### src/rtl/cpu_pkg.sv
// Shared CPU pipeline types: hazard-table entry, producer latency constants and
// the saturating Tnew decrement.
package cpu_pkg;

  localparam int unsigned TW_DEF = 2;
  localparam int unsigned REG_AW = 5;

  localparam logic [TW_DEF-1:0] TNEW_LINK = 2'd0;
  localparam logic [TW_DEF-1:0] TNEW_ALU  = 2'd1;
  localparam logic [TW_DEF-1:0] TNEW_LOAD = 2'd2;

  typedef struct packed {
    logic              v;
    logic [REG_AW-1:0] wa;
    logic [TW_DEF-1:0] tnew;
  } entry_t;

  function automatic logic [TW_DEF-1:0] tnew_dec(input logic [TW_DEF-1:0] t);
    return (t == '0) ? '0 : t - TW_DEF'(1);
  endfunction

endpackage

### src/rtl/bypass_sched_if.sv
// Issue, operand-read and forwarding signals between the D stage and the bypass scheduler.
interface bypass_sched_if import cpu_pkg::*; #(
  parameter int unsigned DW   = 32,
  parameter int unsigned AW   = 5,
  parameter int unsigned NSTG = 3,
  parameter int unsigned NRD  = 2,
  parameter int unsigned TW   = TW_DEF
);

  logic                iss_valid;
  logic                iss_we;
  logic [AW-1:0]       iss_wa;
  logic [TW-1:0]       iss_tnew;
  logic                flush;
  logic [NSTG*DW-1:0]  stg_data;
  logic [NRD*AW-1:0]   rd_addr;
  logic [NRD*TW-1:0]   rd_tuse;
  logic [NRD*DW-1:0]   rf_data;
  logic [NRD*DW-1:0]   fwd_data;
  logic [NRD-1:0]      fwd_pend;
  logic                stall;
  logic [15:0]         stall_cnt;

  modport slave (
    input  iss_valid, iss_we, iss_wa, iss_tnew, flush, stg_data, rd_addr, rd_tuse, rf_data,
    output fwd_data, fwd_pend, stall, stall_cnt
  );

  modport master (
    output iss_valid, iss_we, iss_wa, iss_tnew, flush, stg_data, rd_addr, rd_tuse, rf_data,
    input  fwd_data, fwd_pend, stall, stall_cnt
  );

endinterface

### src/rtl/bypass_lookup.sv
// One read port: find the youngest in-flight producer of the operand and pick
// either its stage data or the register-file value.
module bypass_lookup #(
  parameter int unsigned DW   = 32,
  parameter int unsigned AW   = 5,
  parameter int unsigned NSTG = 3,
  parameter int unsigned TW   = 2
) (
  input  logic [AW-1:0]      rd_addr_i,
  input  logic [TW-1:0]      rd_tuse_i,
  input  logic [DW-1:0]      rf_data_i,
  input  logic [NSTG*DW-1:0] stg_data_i,
  input  logic [NSTG-1:0]    ent_v_i,
  input  logic [NSTG*AW-1:0] ent_wa_i,
  input  logic [NSTG*TW-1:0] ent_tnew_i,
  output logic [DW-1:0]      fwd_data_o,
  output logic               fwd_pend_o,
  output logic               stall_o
);

  logic          hit;
  logic [TW-1:0] hit_tnew;
  logic [DW-1:0] hit_data;

  always_comb begin
    hit      = 1'b0;
    hit_tnew = '0;
    hit_data = '0;
    // Scan oldest to youngest so the youngest match overwrites older ones.
    for (int i = NSTG - 1; i >= 0; i--) begin
      if (ent_v_i[i] && (ent_wa_i[i*AW +: AW] == rd_addr_i)) begin
        hit      = 1'b1;
        hit_tnew = ent_tnew_i[i*TW +: TW];
        hit_data = stg_data_i[i*DW +: DW];
      end
    end
    if (rd_addr_i == '0) begin
      hit = 1'b0;
    end

    fwd_data_o = rf_data_i;
    fwd_pend_o = 1'b0;
    stall_o    = 1'b0;
    if (hit) begin
      if (hit_tnew == '0) begin
        fwd_data_o = hit_data;
      end else begin
        fwd_pend_o = 1'b1;
      end
      stall_o = (hit_tnew > rd_tuse_i);
    end
  end

endmodule

### src/rtl/bypass_sched.sv
// Tnew/Tuse hazard scheduler: tracks destination registers in E/M/W, forwards
// ready results and stalls D when an operand cannot arrive in time.
module bypass_sched import cpu_pkg::*; #(
  parameter int unsigned DW   = 32,
  parameter int unsigned AW   = REG_AW,
  parameter int unsigned NSTG = 3,
  parameter int unsigned NRD  = 2,
  parameter int unsigned TW   = TW_DEF
) (
  input  logic          clk,
  input  logic          reset,
  bypass_sched_if.slave bus
);

  entry_t [NSTG-1:0]  tbl_q, tbl_d;
  logic [15:0]        stall_cnt_q, stall_cnt_d;

  logic [NSTG-1:0]    ent_v;
  logic [NSTG*AW-1:0] ent_wa;
  logic [NSTG*TW-1:0] ent_tnew;
  logic [NRD-1:0]     port_stall;
  logic [NRD*DW-1:0]  fwd_data;
  logic [NRD-1:0]     fwd_pend;
  logic               stall;

  assign stall = |port_stall;

  always_comb begin
    tbl_d = '0;
    // A stalled or flushed issue slot becomes a bubble in E.
    if (!stall && !bus.flush) begin
      tbl_d[0].v    = bus.iss_valid & bus.iss_we;
      tbl_d[0].wa   = bus.iss_wa;
      tbl_d[0].tnew = bus.iss_tnew;
    end
    // E/M/W keep advancing during a stall; only D is frozen.
    for (int i = 1; i < NSTG; i++) begin
      tbl_d[i]      = tbl_q[i-1];
      tbl_d[i].tnew = tnew_dec(tbl_q[i-1].tnew);
    end
  end

  always_comb begin
    stall_cnt_d = stall_cnt_q;
    if (stall && (stall_cnt_q != 16'hFFFF)) begin
      stall_cnt_d = stall_cnt_q + 16'd1;
    end
  end

  always_ff @(posedge clk) begin
    if (reset) begin
      tbl_q       <= '0;
      stall_cnt_q <= '0;
    end else begin
      tbl_q       <= tbl_d;
      stall_cnt_q <= stall_cnt_d;
    end
  end

  always_comb begin
    ent_v    = '0;
    ent_wa   = '0;
    ent_tnew = '0;
    for (int i = 0; i < NSTG; i++) begin
      ent_v[i]              = tbl_q[i].v;
      ent_wa[i*AW +: AW]    = tbl_q[i].wa;
      ent_tnew[i*TW +: TW]  = tbl_q[i].tnew;
    end
  end

  for (genvar p = 0; p < NRD; p++) begin : g_port
    bypass_lookup #(
      .DW   (DW),
      .AW   (AW),
      .NSTG (NSTG),
      .TW   (TW)
    ) u_lookup (
      .rd_addr_i  (bus.rd_addr[p*AW +: AW]),
      .rd_tuse_i  (bus.rd_tuse[p*TW +: TW]),
      .rf_data_i  (bus.rf_data[p*DW +: DW]),
      .stg_data_i (bus.stg_data),
      .ent_v_i    (ent_v),
      .ent_wa_i   (ent_wa),
      .ent_tnew_i (ent_tnew),
      .fwd_data_o (fwd_data[p*DW +: DW]),
      .fwd_pend_o (fwd_pend[p]),
      .stall_o    (port_stall[p])
    );
  end

  assign bus.fwd_data  = fwd_data;
  assign bus.fwd_pend  = fwd_pend;
  assign bus.stall     = stall;
  assign bus.stall_cnt = stall_cnt_q;

endmodule

### src/flat_wrapper.sv
// flat-port wrapper written by rule: the top's interface ports become plain ports
module bypass_sched_flat import cpu_pkg::*;
#(
  parameter int unsigned DW   = 32,
  parameter int unsigned AW   = REG_AW,
  parameter int unsigned NSTG = 3,
  parameter int unsigned NRD  = 2,
  parameter int unsigned TW   = TW_DEF
)
  (clk, reset, bus_iss_valid, bus_iss_we, bus_iss_wa, bus_iss_tnew, bus_flush, bus_stg_data, bus_rd_addr, bus_rd_tuse, bus_rf_data, bus_fwd_data, bus_fwd_pend, bus_stall, bus_stall_cnt);
  bypass_sched_if #(.DW(DW), .AW(AW), .NSTG(NSTG), .NRD(NRD), .TW(TW)) bus_i ();
  input  logic clk;
  input  logic reset;
  input wire logic [$bits(bus_i.iss_valid)-1:0] bus_iss_valid;
  input wire logic [$bits(bus_i.iss_we)-1:0] bus_iss_we;
  input wire logic [$bits(bus_i.iss_wa)-1:0] bus_iss_wa;
  input wire logic [$bits(bus_i.iss_tnew)-1:0] bus_iss_tnew;
  input wire logic [$bits(bus_i.flush)-1:0] bus_flush;
  input wire logic [$bits(bus_i.stg_data)-1:0] bus_stg_data;
  input wire logic [$bits(bus_i.rd_addr)-1:0] bus_rd_addr;
  input wire logic [$bits(bus_i.rd_tuse)-1:0] bus_rd_tuse;
  input wire logic [$bits(bus_i.rf_data)-1:0] bus_rf_data;
  output wire logic [$bits(bus_i.fwd_data)-1:0] bus_fwd_data;
  output wire logic [$bits(bus_i.fwd_pend)-1:0] bus_fwd_pend;
  output wire logic [$bits(bus_i.stall)-1:0] bus_stall;
  output wire logic [$bits(bus_i.stall_cnt)-1:0] bus_stall_cnt;
  assign bus_i.iss_valid = bus_iss_valid;
  assign bus_i.iss_we = bus_iss_we;
  assign bus_i.iss_wa = bus_iss_wa;
  assign bus_i.iss_tnew = bus_iss_tnew;
  assign bus_i.flush = bus_flush;
  assign bus_i.stg_data = bus_stg_data;
  assign bus_i.rd_addr = bus_rd_addr;
  assign bus_i.rd_tuse = bus_rd_tuse;
  assign bus_i.rf_data = bus_rf_data;
  assign bus_fwd_data = bus_i.fwd_data;
  assign bus_fwd_pend = bus_i.fwd_pend;
  assign bus_stall = bus_i.stall;
  assign bus_stall_cnt = bus_i.stall_cnt;
  bypass_sched #(.DW(DW), .AW(AW), .NSTG(NSTG), .NRD(NRD), .TW(TW)) u_core (.clk(clk), .reset(reset), .bus(bus_i));
endmodule
### config.mk
export PLATFORM = sky130hd
export DESIGN_NAME = bypass_sched_flat
export DESIGN_NICKNAME = d
export VERILOG_FILES = /design/src/rtl/cpu_pkg.sv /design/src/rtl/bypass_sched_if.sv /design/src/rtl/bypass_lookup.sv /design/src/rtl/bypass_sched.sv /design/src/flat_wrapper.sv
export SDC_FILE = /design/constraint.sdc
export NUM_CORES = 1
export LEC_CHECK = 0
export BUFFER_PORTS_ARGS = -buffer_cell sky130_fd_sc_hd__buf_2
export CAP_MARGIN = 20
export CORE_AREA = 2 2 104 106
export CTS_BUF_LIST = sky130_fd_sc_hd__clkbuf_4
export CTS_CLUSTER_DIAMETER = 30
export CTS_CLUSTER_SIZE = 8
export DETAILED_ROUTE_END_ITERATION = 7
export DIE_AREA = 0 0 106 108
export PLACE_DENSITY = 0.74
export SYNTH_ARGS = -nofsm -noshare
export SYNTH_HDL_FRONTEND = slang
export SYNTH_SLANG_ARGS = --single-unit
### constraint.sdc
create_clock -name clk -period 5.2 [get_ports clk]
set_input_delay 1.04 -clock clk [delete_from_list [all_inputs] [get_ports clk]]
set_output_delay 1.04 -clock clk [all_outputs]
set_load 0.005 [all_outputs]
==> metrics.yaml <==
hold_buffers: 0
clk_pin_slew_worst_paths_ns: 0.13
rsz0062_at_grt: "false"
synth_area_leaders: "dfxtp_1 (19%), a22oi_1 (11%), mux2_4 (11%)"
power_mw: 0.721
fp.coreArea_mm2: 0.0102
yosys_most_used_dff: "dfxtp_1"
cp_common_cell: "buf_2"
internal_power_mw: 0.523
fp.dieH_um: 108
slew_viol_final: 0
via_per_inst: 5.49
hold_path_class: "reg -> reg"
post-place-ws_ns: 0.413
power_density_mw_per_mm2: 125
worstSkewPairLatency_ns: 0.37
drt-total-wl_mm: 15.6
synth_compound_area_share_pct: 24.5
timing.rr.start: "u_core.ent_wa[0]$_SDFF_PP0_"
wl_per_cell_um: 17.0
period_needed_ns: 4.83
drt_first_pass_iters: 7
critPathKind: "in -> out"
critPathLaunchType: "input port"
yosys_warnings: 0
first_global_vias: 4782
synthesis.area_mm2: 0.00426
ys_ff_latch: 40
synth_area_per_cell_um2: 7.88
syn_to_final_growth_pct: 35.2
fin_setup_tns_ns: 0
critical_path.startpoint: "bus_rd_addr[5]"
pwr-share-seq_pct: 44.1
synth_xor_area_share_pct: 7.62
dr.first_iter.drc_count: 275
clock-sinks: 40
synth.distinct_cells: 47
finish.utilization_pct: 56.2
p_leak_nw: 2.50
cts_buffer_depth: 2
yosysTopAreaCell: "dfxtp_1"
drc: 0
cap_violations: 0
grt.overflow.total: 0
dp_hpwl_mm: 12.6
finalNetCount: 974
netlist_top_cells_count: "nand2_1 (73), a22oi_1 (65), o21ai_0 (65)"
dieArea_mm2: 0.0114
max_stage_delay_ns: 0.38
synthMuxAreaShare_pct: 20.8
via_count: 5037
synthArstFlopShare_pct: 0
grt_max_degree: 45
netlist.area_leader.share_pct: 18.8
synth_nets: 733
hold_violations: 0
cts-root-buf: "clkbuf_4"
numCtsBuffers: 5
rows: 37
diodes: 0
endpoint_kind: "output pin"
net-switching-power_mw: 0.198
combPwrFrac_pct: 26.8
ir_drop_v: 0.000198
crit_fanout: 32
grt_pass1_wl_mm: 23.1
synth_top_family_by_area: "compound AO/OA/AOI/OAI gates"
gp_congestion: 0.894
ioPinCount: 269
ys_seq_area_share_pct: 18.8
post_route_cells_drive_above_1_share_pct: 46.8
start_util_pct: 41.6
outcome: "finished clean"
die_x_um: 106
setup_viol: 0
max_slew.worst_pin.slew_ns: 0.768
postCtsSetupBuffers: 0
fin_skew_ns: 0.00852
fin_crit_sh_pct: 93.0
h-tree-depth: 2
relSlewSlack_pct: 48.5
syn_inst: 540
yosys.area_share.simple_pct: 19.2
antenna_found_initial: 1
drtAntennaViolNets: 0
p_sw_share_pct: 27.5
io_buffers: 268
fin_ws_ns: 0.366
cts_tree: "yes"
yosys.cell_count.top_type: "nand2_1"
post_cts_resized: 0
slowest_stage: "nor4_1"
worstPathRequired_ns: 4.16
grtUsageTotal_pct: 25.0
synthAdderAreaFrac_pct: 2.06
synth_edf_count: 0
path_cells: "buf_2 > xor2_1 > nor4_1 > and3_2 > buf_4 > a22oi_1 > ha_1 > a21oi_1 > a211oi_1 > o31ai_1 > and2_1 > clkinv_1 > buf_2"
clkPwrFrac_pct: 29.2
arrival_ns: 3.79
fmax_mhz: 207
min_from: "u_core.ent_wa[7]$_SDFF_PP0_"
## cells by family (layout without fill, tap and decap cells)
family / Yosys count / count (layout)
multiplexers: 68 / 68
AND/OR/NAND/NOR: 162 / 162
XOR/XNOR: 37 / 37
AO/OA/AOI/OAI: 162 / 162
adder cells (fa/ha/maj): 7 / 7
flip-flops: 40 / 40
buffers and inverters: 64 / 306
## power by group through the flow
stage	Sequential [mW]	Combinational (mW)	Clock (mW)
6_report	0.318	0.193	0.210
5_1_grt	0.319	0.209	0.227
3_3_place_gp	0.325	0.187	0
4_1_cts	0.318	0.193	0.211
3_5_place_dp	0.325	0.192	0
2_1_floorplan	0.323	0.0723	0
## path summary, 6_finish.rpt
path	endpoint	slack (ns)	cells after the start
worst min-delay path	u_core.ent_wa[12]$_SDFF_PP0_	0.48	2
worst max-delay path	bus_stall	0.37	13
worst max register to register	u_core.bus.stall_cnt[7]$_SDFFE_PP0P_	1.72	12
worst min register to register	u_core.ent_wa[12]$_SDFF_PP0_	0.48	2
## registers in the layout, summed over array words and instances (netlist names)
| signal | count |
|---|---|
| u_core.bus.stall_cnt | 16 |
| u_core.ent_tnew | 6 |
| u_core.ent_v | 3 |
| u_core.ent_wa | 15 |
## area by class of cell
class / count / area, um2
Clock buffer: 5 / 37.5
Sequential cell: 40 / 801
Clock inverter: 3 / 42.5
Fill cell: 987 / 4480
Multi-Input combinational cell: 436 / 3180
Inverter: 16 / 60.1
Timing Repair Buffer: 282 / 1460
Tap cell: 136 / 170
## layout by cell type, fill, tap and decap left out, types with 3 or more instances in the layout
cell and count:
o31ai_1 3, nor3_1 7, buf_4 13, o21ai_0 65
dfxtp_1 40, xor2_1 17, nand3_1 6, inv_1 15
buf_2 268, or4_1 3, a21oi_1 9, nand4_1 7
and3_1 4, mux2_4 30, a211oi_1 9, nor4b_1 7
nor2b_1 13, ha_1 7, nor2_1 23, xnor2_1 20
mux2_2 35, clkbuf_4 5, nand2_1 73, nor4_1 3
a22oi_1 65
## worst max-delay path: cells and delay by family
| family | cells | cell delay (ns) |
|---|---|---|
| simple gates | 3 | 0.90 |
| buf+inv | 4 | 0.86 |
| compound gates | 4 | 0.52 |
| fa+ha+maj | 1 | 0.33 |
| xor+xnor | 1 | 0.14 |
## per-layer routing
| layer | routed length [um] | GRT usage (%) | vias to the layer above | share of wire, % |
|---|---|---|---|---|
| li1 | - | - | 2454 | - |
| met1 | 6090 | 29.9 | 2319 | 39 |
| met2 | 8080 | 46.3 | 243 | 52 |
| met3 | 1240 | 5.24 | 19 | 7.9 |
| met4 | 195 | 5.26 | 2 | 1.2 |
| met5 | 13 | 0 | - | 0.083 |
## stage by stage
stage / area (um2) / hold WS (ns) / instances
floorplan: 4260 / 0.423 / 540
global placement: 5670 / 0.466 / 910
detailed placement: 5670 / 0.465 / 910
CTS: 5750 / 0.484 / 918
global route: 5750 / 0.495 / 918
finish: 5750 / 0.481 / 918
Power figures use the tool's default switching activity.
